==> config.mk <==
export PLATFORM = sky130hd
export DESIGN_NAME = uart_rx_ctrl
export DESIGN_NICKNAME = d
export VERILOG_FILES = /design/src/rtl/uart_rx_pkg.sv /design/src/rtl/uart_rx_sampler.sv /design/src/rtl/uart_rx_ctrl.sv
export SDC_FILE = /design/constraint.sdc
export NUM_CORES = 1
export LEC_CHECK = 0
export ABC_AREA = 1
export CAP_MARGIN = 20
export CELL_PAD_IN_SITES_DETAIL_PLACEMENT = 1
export CELL_PAD_IN_SITES_GLOBAL_PLACEMENT = 2
export CORE_MARGIN = 4
export CORE_UTILIZATION = 30
export CTS_CLUSTER_DIAMETER = 60
export DETAILED_ROUTE_END_ITERATION = 12
export PLACE_DENSITY = 0.88
export SETUP_SLACK_MARGIN = 0.05
export SYNTH_ARGS = -nofsm -noshare
export SYNTH_HDL_FRONTEND = slang
export SYNTH_SLANG_ARGS = --single-unit
==> constraint.sdc <==
create_clock -name CLK -period 1.7 [get_ports CLK]
set_input_delay 0.34 -clock CLK [delete_from_list [all_inputs] [get_ports CLK]]
set_output_delay 0.34 -clock CLK [all_outputs]
set_load 0.02 [all_outputs]
==> src/rtl/uart_rx_pkg.sv <==
// Shared definitions for the UART receive path: FSM state encoding,
// oversampling tap offsets, frame constants and small helpers.
package uart_rx_pkg;

  // Default widths of the oversampling ratio / edge count and the data field
  localparam int PRESCALE_W_DEF = 5;
  localparam int DATA_BITS      = 8;

  // One-hot FSM state encoding
  localparam logic [4:0] ST_IDLE   = 5'b00001;
  localparam logic [4:0] ST_START  = 5'b00010;
  localparam logic [4:0] ST_DATA   = 5'b00100;
  localparam logic [4:0] ST_PARITY = 5'b01000;
  localparam logic [4:0] ST_STOP   = 5'b10000;

  // Three sampling taps around the middle of each bit: P/2-1, P/2, P/2+1
  localparam int NUM_TAPS      = 3;
  localparam int TAP_OFS_EARLY = -1;
  localparam int TAP_OFS_MID   = 0;
  localparam int TAP_OFS_LATE  = 1;

  // Registered end-of-frame strobes
  typedef struct packed {
    logic data_valid;
    logic par_err;
    logic stp_err;
  } rx_strobe_t;

  // Offset from P/2 of tap number 'tap'
  function automatic int tap_offset(input int tap);
    case (tap)
      0:       return TAP_OFS_EARLY;
      1:       return TAP_OFS_MID;
      default: return TAP_OFS_LATE;
    endcase
  endfunction

  // 2-out-of-3 majority vote
  function automatic logic majority3(input logic [2:0] v);
    return (v[0] & v[1]) | (v[0] & v[2]) | (v[1] & v[2]);
  endfunction

endpackage

==> src/rtl/uart_rx_sampler.sv <==
// Oversampler: captures the serial line at three edges around the middle of
// each bit and presents the majority of those captures as the bit value.
module uart_rx_sampler
  import uart_rx_pkg::*;
#(
  parameter int Prescale_W = PRESCALE_W_DEF
) (
  input  logic                  CLK,
  input  logic                  Reset,
  input  logic                  RX_IN,
  input  logic [Prescale_W-1:0] Prescale,
  input  logic [Prescale_W-1:0] edge_count,
  output logic                  sampled_bit
);

  logic [Prescale_W-1:0] half_point;
  logic [NUM_TAPS-1:0]   tap_bits;

  assign half_point = Prescale >> 1;

  genvar gi;
  generate
    for (gi = 0; gi < NUM_TAPS; gi++) begin : g_tap
      logic [Prescale_W-1:0] tap_edge;
      logic                  tap_reg;

      assign tap_edge = half_point + Prescale_W'(tap_offset(gi));

      // Capture the line once per bit, on this tap's edge position
      always_ff @(posedge CLK or negedge Reset) begin
        if (!Reset) begin
          tap_reg <= 1'b0;
        end else if (edge_count == tap_edge) begin
          tap_reg <= RX_IN;
        end
      end

      assign tap_bits[gi] = tap_reg;
    end
  endgenerate

  // Valid from edge P/2+2 onward, i.e. well before the bit's edge_end
  assign sampled_bit = majority3(tap_bits);

endmodule

==> src/rtl/uart_rx_ctrl.sv <==
// UART receive sequencer: detects the start bit, drives the shared edge/bit
// counter, deserializes the data bits LSB-first, checks optional parity and
// the stop bit, and emits the received byte with one-cycle strobes.
module uart_rx_ctrl
  import uart_rx_pkg::*;
#(
  parameter int Prescale_W = PRESCALE_W_DEF,
  parameter int Data_W     = DATA_BITS
) (
  input  logic                  CLK,
  input  logic                  Reset,
  input  logic                  RX_IN,
  input  logic [Prescale_W-1:0] Prescale,
  input  logic                  PAR_EN,
  input  logic                  PAR_TYP,
  input  logic [3:0]            bit_count,
  input  logic [Prescale_W-1:0] edge_count,
  input  logic                  edge_end,
  output logic                  cnt_en,
  output logic [Data_W-1:0]     P_DATA,
  output logic                  data_valid,
  output logic                  par_err,
  output logic                  stp_err,
  output logic                  busy
);

  // bit_count of the last data bit (the start bit is index 0)
  localparam logic [3:0] LAST_DATA_IDX = 4'(Data_W);

  logic [4:0]        state_reg;
  logic [4:0]        state_next;
  logic              sampled_bit;
  logic [Data_W-1:0] shift_reg;
  logic [Data_W-1:0] p_data_reg;
  logic              par_en_reg;
  logic              par_typ_reg;
  logic              perr_reg;
  rx_strobe_t        strobe_reg;

  uart_rx_sampler #(
    .Prescale_W (Prescale_W)
  ) u_sampler (
    .CLK         (CLK),
    .Reset       (Reset),
    .RX_IN       (RX_IN),
    .Prescale    (Prescale),
    .edge_count  (edge_count),
    .sampled_bit (sampled_bit)
  );

  // Next-state logic: every move out of a counted state waits for edge_end
  always_comb begin
    state_next = state_reg;
    case (state_reg)
      ST_IDLE: begin
        if (!RX_IN) state_next = ST_START;
      end
      ST_START: begin
        // A start bit that votes high was a glitch on the line
        if (edge_end) state_next = sampled_bit ? ST_IDLE : ST_DATA;
      end
      ST_DATA: begin
        // '>=' keeps the FSM from wandering if the counter ever overshoots
        if (edge_end && (bit_count >= LAST_DATA_IDX)) begin
          state_next = par_en_reg ? ST_PARITY : ST_STOP;
        end
      end
      ST_PARITY: begin
        if (edge_end) state_next = ST_STOP;
      end
      ST_STOP: begin
        if (edge_end) state_next = ST_IDLE;
      end
      default: state_next = ST_IDLE;
    endcase
  end

  // State register
  always_ff @(posedge CLK or negedge Reset) begin
    if (!Reset) begin
      state_reg <= ST_IDLE;
    end else begin
      state_reg <= state_next;
    end
  end

  // Frame datapath: parity shadow, shift register, parity check, output byte
  always_ff @(posedge CLK or negedge Reset) begin
    if (!Reset) begin
      par_en_reg  <= 1'b0;
      par_typ_reg <= 1'b0;
      perr_reg    <= 1'b0;
      shift_reg   <= '0;
      p_data_reg  <= '0;
      strobe_reg  <= '0;
    end else begin
      strobe_reg <= '0;
      case (state_reg)
        ST_IDLE: begin
          // Parity settings are frozen for the duration of a frame
          par_en_reg  <= PAR_EN;
          par_typ_reg <= PAR_TYP;
          if (!RX_IN) perr_reg <= 1'b0;
        end
        ST_DATA: begin
          if (edge_end) shift_reg <= {sampled_bit, shift_reg[Data_W-1:1]};
        end
        ST_PARITY: begin
          if (edge_end) perr_reg <= ((^shift_reg) ^ sampled_bit) != par_typ_reg;
        end
        ST_STOP: begin
          if (edge_end) begin
            if (sampled_bit && !perr_reg) begin
              p_data_reg            <= shift_reg;
              strobe_reg.data_valid <= 1'b1;
            end
            strobe_reg.par_err <= perr_reg;
            strobe_reg.stp_err <= ~sampled_bit;
          end
        end
        default: ;
      endcase
    end
  end

  // Moore outputs and registered strobes
  assign cnt_en     = (state_reg != ST_IDLE);
  assign busy       = (state_reg != ST_IDLE);
  assign P_DATA     = p_data_reg;
  assign data_valid = strobe_reg.data_valid;
  assign par_err    = strobe_reg.par_err;
  assign stp_err    = strobe_reg.stp_err;

endmodule

; After elaboration in Yosys (flattened, before gate mapping)
; Index checks and enable logic that the tools add are counted.
[word_totals]
reg_bits = 30
inputBits = 20
out_inout_bits = 13
word_cells = 60
[classes]
addsub = 2
n_lt_le_gt_ge = 1
eq_ne = 15
muxes = 14
bitwise_logic = 7
reduce_logical = 9
[ops]
columns = cell, n
row1 = $mux 5, 6
row2 = $pmux 5 s5, 1
row3 = $eq 5x5->1, 2
row4 = $ne 2x2->1 const B, 5
row5 = $mux 3, 3
row6 = $reduce_xor 8->1, 1
row7 = $reduce_and 3->1, 2
row8 = $add 4x1->5 const B, 1
row9 = $add 4x5->5 const B, 1
row10 = $eq 5x1->1 const B, 1
row11 = $eq 5x2->1 const B, 1
row12 = $eq 5x3->1 const B, 1
row13 = $eq 5x4->1, 1
row14 = $eq 5x4->1 const B, 1
row15 = $eq 5x5->1 const B, 1
row16 = $ne 5x1->1 const B, 1
row17 = $reduce_and 5->1, 1
row18 = $ge 4x4->1 const B, 1
row19 = $and 1x1->1, 3
row20 = $mux 1, 3
row21 = $logic_and 1x1->1, 2
row22 = $or 1x1->1, 2
row23 = $pmux 1 s2, 1
row24 = $reduce_and 2->1, 1
row25 = other kinds (5), 5

; Longest topological paths before layout
; Gate-level depths: netlist (run 1).
[logic_depth]
word_depth = 7
mapped_depth = 9
mapped_depth_nobuf = 9

; Modules after synthesis
; A second synthesis (run 1) with hierarchy kept.
[unflattened]
cells_unflattened = 243
hier_area_um2 = 1806.7
[modules_own_cells]
columns = mod, instances, cells_each, area_each_um2, seq_area_each_um2
row1 = uart_rx_ctrl, 1, 165, 1392.6, 676.9
row2 = uart_rx_sampler, 1, 78, 414.1, 75.1

; Worst setup path before layout (run 1)
; Ideal clock, no wire load.
[synth_timing]
path_type = reg-to-reg
startpoint = register state_reg[0]
endpoint = register state_reg[1]
arrival_time_ns = 1.283
required_time_ns = 1.579
path_slack_ns = 0.297
stages_incl_launch_ff = 10
cell_sequence = dfstp_2 > inv_1 > nor2_1 > nand3_2 > inv_2 > nand2_2 > nand2_2 > nor2_4 > nand2_1 > o21ai_1
[synth_via]
elab_chain_cells = 3
word_cells_on_any_way = 12
[synth_rtl]
columns = item, line
row1 = "start, declared", uart_rx_ctrl.sv:30  ; logic [4:0] state_reg;
row2 = "start signal, assigned", uart_rx_ctrl.sv:83  ; state_reg <= state_next;
row3 = $eq 5x3->1 (tied with other cells), uart_rx_ctrl.sv:54  ; case (state_reg)
row4 = $ne 2x2->1 (no source line), -
row5 = $reduce_and 5->1 (no source line), -
; Parallel ways exist; a longest one is shown, timed or not.
; A chain may end at the register's enable or synchronous reset.

; Worst setup path after layout (run 1)
[layout_timing]
startpoint = register p_data_reg[4] (netlist: P_DATA[4])
endpoint = output port P_DATA[4]
[layout_rtl]
columns = item, line
row1 = "start, declared", uart_rx_ctrl.sv:34  ; logic [Data_W-1:0] p_data_reg;
row2 = "start signal, assigned", uart_rx_ctrl.sv:114  ; p_data_reg <= shift_reg;
row3 = "end, declared", uart_rx_ctrl.sv:20  ; output logic [Data_W-1:0] P_DATA,
; No word-level cell between the ends.

==> results by group, run 1 <==
Timing
  • Endpoints failing setup: 0
  • Maximum clock rate: 633 MHz
  • Max-slew violation count: 0
  • Max_slew headroom: 80.8%
  • Fin crit share: 93.0%
  • Tmin final: 1.58 ns
  • Final setup skew: roughly 0.0024 ns
  • Setup_tns: 0 ns
  • Hold Fails Final Rpt: 0
  • RSZ-0062 raised after global routing: false
  • Final setup margin: around 0.12 ns
  • Worst-Margin Slew: around 0.29 ns

Place
  • Post-Place Worst Slack: -0.238 ns
  • RePlAce Congestion: 0.786
  • DP Area: ~2200 um^2
  • I/O Buffers: 28
  • Hpwl dp: around 3.1 mm

Setup path
  • CP top delay family: buffers and inverters
  • Worst Path Arrival: 1.24 ns
  • CP Cell Sequence: clkdlybuf4s50_1
  • Stages on worst setup path: 1
  • Worst path max stage delay: 0.62 ns
  • Reg2reg setup slack: 0.28 ns
  • Critical-path top delay cell: clkdlybuf4s50_1
  • Type of origin of the critical path: flop
  • Crit. End Element: output port
  • Critical Path RT: approximately 1.4 ns
  • Worst R2R Path Depth: 10
  • Setup Crit Path Kind: flop to output port
  • Critical-path maximum fanout: 2
  • Crit path buffers/inverters: 1

Drt
  • DR iter-0 viols: 33
  • # DRC: 0
  • Vias: 1565
  • Vias per cell: between 4 and 5
  • First drt pass iteration count: 3
  • Post-DRT Antenna Nets: 0
  • DR WL/cell: 11.9 um
  • DRT Wirelength: 4.08 mm

Final layout
  • Most common cell after layout, fill and taps aside: nand2_1
  • Final nets: 293
  • Fill cells: between 600 and 700
  • Layout cell share with drive strength beyond 1: between 20 and 25%
  • Area occupied by multi-input gates: 936 um^2
  • Final Cell Area: 2350 um^2
  • Core Util, Final: 41.7%
  • Sequential cell area: 752 um^2
  • # diodes: 0
  • Syn-to-layout area delta: 32.2%
  • Most frequent cells in the layout: nand2_1, dfrtp_1, clkdlybuf4s50_1, inv_1, nor2_1

Global routing
  • All-layer global routing usage: 11.8%
  • First-pass GRT wire length: 6.96 mm
  • Initial antenna violation count: 0
  • Vias in the first global route: 1580
  • Global route overflow: 0
  • Largest net degree at the start of global routing: 31

Power
  • PwrDens: 1050 nW/um^2
  • P_leak: 0.00116 uW
  • Sequential share of power: a little under two fifths
  • Combinational power share: 41.4%
  • Sw Pwr: 962 uW
  • Worst vdd ir: 0.315 mV
  • Power Total: 2480 uW
  • Clock power frac: 21.6%
  • Pint: 1510 uW
  • Switching share of power: 38.9%

Synthesis
  • Yosys reg bits: 30
  • Cells after Synth: between 200 and 250
  • Synth unique cells: 33
  • Seq/Total Area, Yosys: 42.3%
  • Mapped cell area: 1780 um^2
  • Synth Warn #: 0
  • Yosys top cell area share: 40.8%
  • Cell taking the most area after synthesis: dfrtp_1
  • Avg Cell Area, Syn: 7.80 um^2
  • Top post-synthesis cells by area: dfrtp_1, nand2_1, inv_1
  • Syn Nets: 250

Floorplanning
  • Die height: 85.0 um
  • Cell row count: 27
  • I/O pin cnt: 33
  • Die Area: 7230 um^2
  • Die X: roughly 85 um
  • Starting Density: a little under a third
  • Core area: 5640 um^2

Clock tree
  • CTS buffer count: 5
  • Hold buffer count at cts: 0
  • H-Tree Depth: 2
  • CTS Root Cell: clkbuf_8
  • Clock-pin slew on the worst setup and hold paths: 0.06 ns
  • # Post-CTS Setup Buffers: 0
  • CTS tree: built
  • Clock latency at the later pin of the worst-skew pair: 0.28 ns
  • Max Root-Sink Buffers: 2
  • Sink Count: 30

Status
  • Status: finished, final reports clean

Flow run
  • Total of max-cap violations: 0

Worst hold path
  • Hold Path Class: input pin to async pin
synth_stat cells:
cell,number
xor2_1,4
nor3b_2,1
ha_1,2
o21ai_2,8
a31oi_1,1
dfrtp_1,29
buf_2,1
buf_6,1
nand2_2,3
nor2_2,2
nand2_4,1
o21ai_0,5
xnor2_1,2
a21o_1,1
nand2_1,77
nand4_1,2
inv_2,5
nand3_1,14
buf_4,1
o2111ai_1,1
nand3_4,1
dfstp_2,1
nor2_1,15
nand3_2,3
or2_4,1
xor2_2,1
inv_1,25
nand3b_1,1
o21ai_1,11
a21oi_1,2
nand4_2,1
nor3_2,1
nor2_4,4
area by class of cell:
cell class | count | area share (%)
Multi-Input combinational cell | 165 | 39.8
Sequential cell | 30 | 32.0
Timing Repair Buffer | 39 | 16.3
Inverter | 30 | 4.79
Tap cell | 72 | 3.83
Clock buffer | 5 | 2.93
Clock inverter | 2 | 0.426
worst register-to-register path, cell delays in order, from the launching register on:
cell and delay [ns]:
dfstp_2 0.53, inv_1 0.04, nor2_1 0.10, nand3_2 0.09, buf_4 0.14, inv_2 0.08
nand2_2 0.07, nand2_2 0.10, nor2_4 0.06, nand2_1 0.05, o21ai_1 0.05
layer usage:
layer  routed length (um)  vias to the layer above  GRT usage, %
met4                   68                        0          4.75
met1                 1870                      740          14.3
li1                     -                      796             -
met3                  119                        7          2.72
met5                    0                        -             0
met2                 2030                       22          20.2
power by group through the flow:
stage | registers, uW | clock network (uW) | logic [uW]
6_report | 915 | 536 | 1030
5_1_grt | 933 | 599 | 1170
4_1_cts | 916 | 564 | 1040
3_5_place_dp | 928 | 0 | 1060
3_3_place_gp | 927 | 0 | 1040
2_1_floorplan | 923 | 0 | 711
stage by stage:
step | hold WS, ns | instances
2_1_floorplan | 0.0444 | 228
3_3_place_gp | 0.465 | 336
3_5_place_dp | 0.470 | 336
4_1_cts | 0.419 | 343
5_1_grt | 0.430 | 343
6_report | 0.424 | 343
kinds of logic after synthesis:
| group | after synthesis | share of synthesized area, % |
|---|---|---|
| adder cells (fa/ha/maj) | 2 | 1.41 |
| XOR/XNOR | 7 | 3.87 |
| flip-flops | 30 | 42.3 |
| AND/OR/NAND/NOR | 127 | 34.5 |
| buffers and inverters | 33 | 7.67 |
| AO/OA/AOI/OAI | 29 | 10.3 |
path summary, 6_finish.rpt:
kind / from / endpoint
worst max register to register: state_reg[0] / state_reg[4]
worst min-delay path: Reset / data_valid
worst min register to register: P_DATA[7] / P_DATA[7]
min in group CLK: P_DATA[7] / P_DATA[7]
max in group asynchronous: Reset / state_reg[0]
worst max-delay path: P_DATA[4] / P_DATA[4]
timing repair:
action | CTS | global route
gates resized for setup | 8 | 10
cloned | 0 | 0
pin swaps | 0 | 6
setup endpoints to repair | 2 | 2
Note: power is estimated with default switching activity, not from simulation.
==> inputs of run 2 (changes only) <==
--- a/config.mk
+++ b/config.mk
@@ -13,7 +13,7 @@
 export CORE_UTILIZATION = 30
 export CTS_CLUSTER_DIAMETER = 60
 export DETAILED_ROUTE_END_ITERATION = 12
-export PLACE_DENSITY = 0.88
+export PLACE_DENSITY_LB_ADDON = 0.1
 export SETUP_SLACK_MARGIN = 0.05
 export SYNTH_ARGS = -nofsm -noshare
 export SYNTH_HDL_FRONTEND = slang
==> results by group, run 2 (synthesized netlist as in run 1, its figures left out) <==
Setup path
  • Setup Crit Path Kind: flop to output port
  • Reg2reg end: state_reg[4]
  • Type of origin of the critical path: flop
  • FF-to-FF Start: state_reg[0]
  • Critical-path top delay cell: clkdlybuf4s50_1
  • Reg2reg setup slack: 0.24 ns (-0.04 ns)
  • Worst Path Arrival: 1.23 ns (about the same)
  • CP Cell Sequence: clkdlybuf4s50_1
  • Critical-path maximum fanout: 2 (unchanged)
  • Worst path max stage delay: 0.60 ns (-0.02 ns)
  • CP top delay family: buffers and inverters
  • Crit. End Element: output port
  • Crit path from: P_DATA[7]
  • Worst R2R Path Depth: 9 (-1)
  • Crit path buffers/inverters: 1 (unchanged)
  • Critical Path RT: 1.36 ns (about the same)

Final layout
  • Fill cells: 680 (-1.3%)
  • Most common cell after layout, fill and taps aside: nand2_1
  • Most frequent cells in the layout: nand2_1, dfrtp_1, inv_1, clkdlybuf4s50_1, nor2_1
  • Final Cell Area: 2360 um^2 (+0.32%)
  • # diodes: 0 (unchanged)
  • Syn-to-layout area delta: 32.6%
  • Sequential cell area: 752 um^2 (unchanged)
  • Layout cell share with drive strength beyond 1: 21.8% (-0.37 points)
  • Final nets: 292 (-0.34%)
  • Area occupied by multi-input gates: 931 um^2 (-0.53%)

Timing
  • Fin crit share: 92.2% (-0.77 points)
  • Maximum clock rate: 638 MHz (+0.84%)
  • Endpoints failing setup: 0 (unchanged)
  • Tmin final: 1.57 ns (-0.0132 ns)
  • Max_slew headroom: 80.3% (-0.52 points)
  • Worst-Margin Slew: 0.294 ns (+0.00782 ns)
  • Final setup skew: 0.00817 ns (+0.00579 ns)
  • Min Hold Slack: 0.427 ns (+0.00352 ns)
  • Max-slew violation count: 0 (unchanged)
  • Hold Fails Final Rpt: 0 (unchanged)
  • RSZ-0062 raised after global routing: false

Floorplanning
  • Starting Density: 31.5% (unchanged)
  • Die X: 85.0 um (unchanged)
  • I/O pin cnt: 33 (unchanged)
  • Core area: 5640 um^2 (unchanged)
  • Die Area: 7230 um^2 (unchanged)
  • Cell row count: 27 (unchanged)
  • Die height: 85.0 um (unchanged)

Place
  • DP Area: 2210 um^2 (-0.90%)
  • RePlAce Congestion: 0.722 (-8.2%)
  • I/O Buffers: 28 (unchanged)
  • Hpwl dp: 3.21 mm (+2.1%)

Global routing
  • All-layer global routing usage: 12.6% (+0.79 points)
  • Initial antenna violation count: 0 (unchanged)
  • Largest net degree at the start of global routing: 31 (unchanged)
  • Vias in the first global route: 1561 (-1.2%)
  • Global route overflow: 0 (unchanged)
  • First-pass GRT wire length: 7.31 mm (+5.0%)

Clock tree
  • Clock-pin slew on the worst setup and hold paths: 0.07 ns (about the same)
  • # Post-CTS Setup Buffers: 0 (unchanged)
  • CTS Root Cell: clkbuf_8
  • Max Root-Sink Buffers: 2 (unchanged)
  • CTS tree: built
  • CTS buffer count: 5 (unchanged)
  • Clock latency at the later pin of the worst-skew pair: 0.28 ns (about the same)
  • H-Tree Depth: 2 (unchanged)
  • Hold buffer count at cts: 0 (unchanged)
  • Sink Count: 30 (unchanged)

Drt
  • First drt pass iteration count: 4 (+1)
  • Post-DRT Antenna Nets: 0 (unchanged)
  • Vias per cell: 4.48 (-1.7%)
  • DR WL/cell: 12.6 um (+5.9%)
  • Vias: 1538 (-1.7%)
  • DR iter-0 viols: 33 (unchanged)
  • # DRC: 0 (unchanged)
  • DRT Wirelength: 4.32 mm (+5.9%)

Worst hold path
  • Hold Path Class: input pin to async pin

Power
  • Worst vdd ir: 0.452 mV (+43%)
  • P_leak: 0.00118 uW (+1.8%)
  • PwrDens: 1110 nW/um^2 (+5.8%)

Status
  • Status: finished, final reports clean

Flow run
  • Total of max-cap violations: 0 (unchanged)
==> run 2: routing by layer <==
metal | routed length, um | vias up | GRT usage [%] | part of all wire, %
met1 | 2010 | 722 | 16.3 | 47
met3 | 133 | 2 | 3.59 | 3.1
met2 | 2150 | 18 | 20.5 | 50
met5 | 0 | - | 0 | 0
li1 | - | 796 | - | -
met4 | 25 | 0 | 3.45 | 0.58
==> run 2: power by group <==
part,internal (uW),switching (uW)
Combinational,372,627
Clock,431,279
Sequential,833,86.0
==> run 2: what timing repair did <==
action,4_1_cts,5_1_grt
pin swaps,0,4
gates resized for setup,9,9
setup endpoints to repair,3,3
==> run 2: how the worst max path moves through the flow <==
stage | cells past startpoint | end | slack (ns)
6_report | 1 | P_DATA[7] | 0.13
3_5_place_dp | 9 | u_sampler.g_tap[0].tap_reg | -0.25
3_3_place_gp | 9 | u_sampler.g_tap[0].tap_reg | -0.21
4_1_cts | 9 | u_sampler.g_tap[0].tap_reg | 0.05
5_1_grt | 4 | cnt_en | 0.07
2_1_floorplan | 9 | state_reg[1] | 0.30
==> run 2: metrics by stage <==
stage | worst slack, ns | power, uW | TNS (ns) | utilization, % | instances
final | 0.133 | 2630 | 0 | 41.8 | 343
after global routing | 0.0682 | 2850 | 0 | 41.8 | 343
after CTS | 0.0538 | 2660 | 0 | 41.0 | 343
after detailed placement | -0.253 | 1960 | -0.488 | 39.2 | 335
after global placement | -0.210 | 1950 | -0.417 | 39.2 | 335
after floorplan | 0.297 | 1630 | 0 | - | 228
==> run 2: cell type report <==
| class | instances | share of cell area, % |
|---|---|---|
| Multi-Input combinational cell | 165 | 39.4 |
| Sequential cell | 30 | 31.9 |
| Timing Repair Buffer | 38 | 15.5 |
| Inverter | 30 | 4.77 |
| Tap cell | 72 | 3.82 |
| Clock buffer | 5 | 2.92 |
| Clock inverter | 3 | 1.70 |
==> run 2: worst reg2reg max path, delay by kind of cell, from the launching register on <==
| kind | cells | cell delay, ns |
|---|---|---|
| AO/OA/AOI/OAI | 1 | 0.06 |
| buffers and inverters | 2 | 0.24 |
| flip-flops | 1 | 0.37 |
| AND/OR/NAND/NOR | 6 | 0.68 |
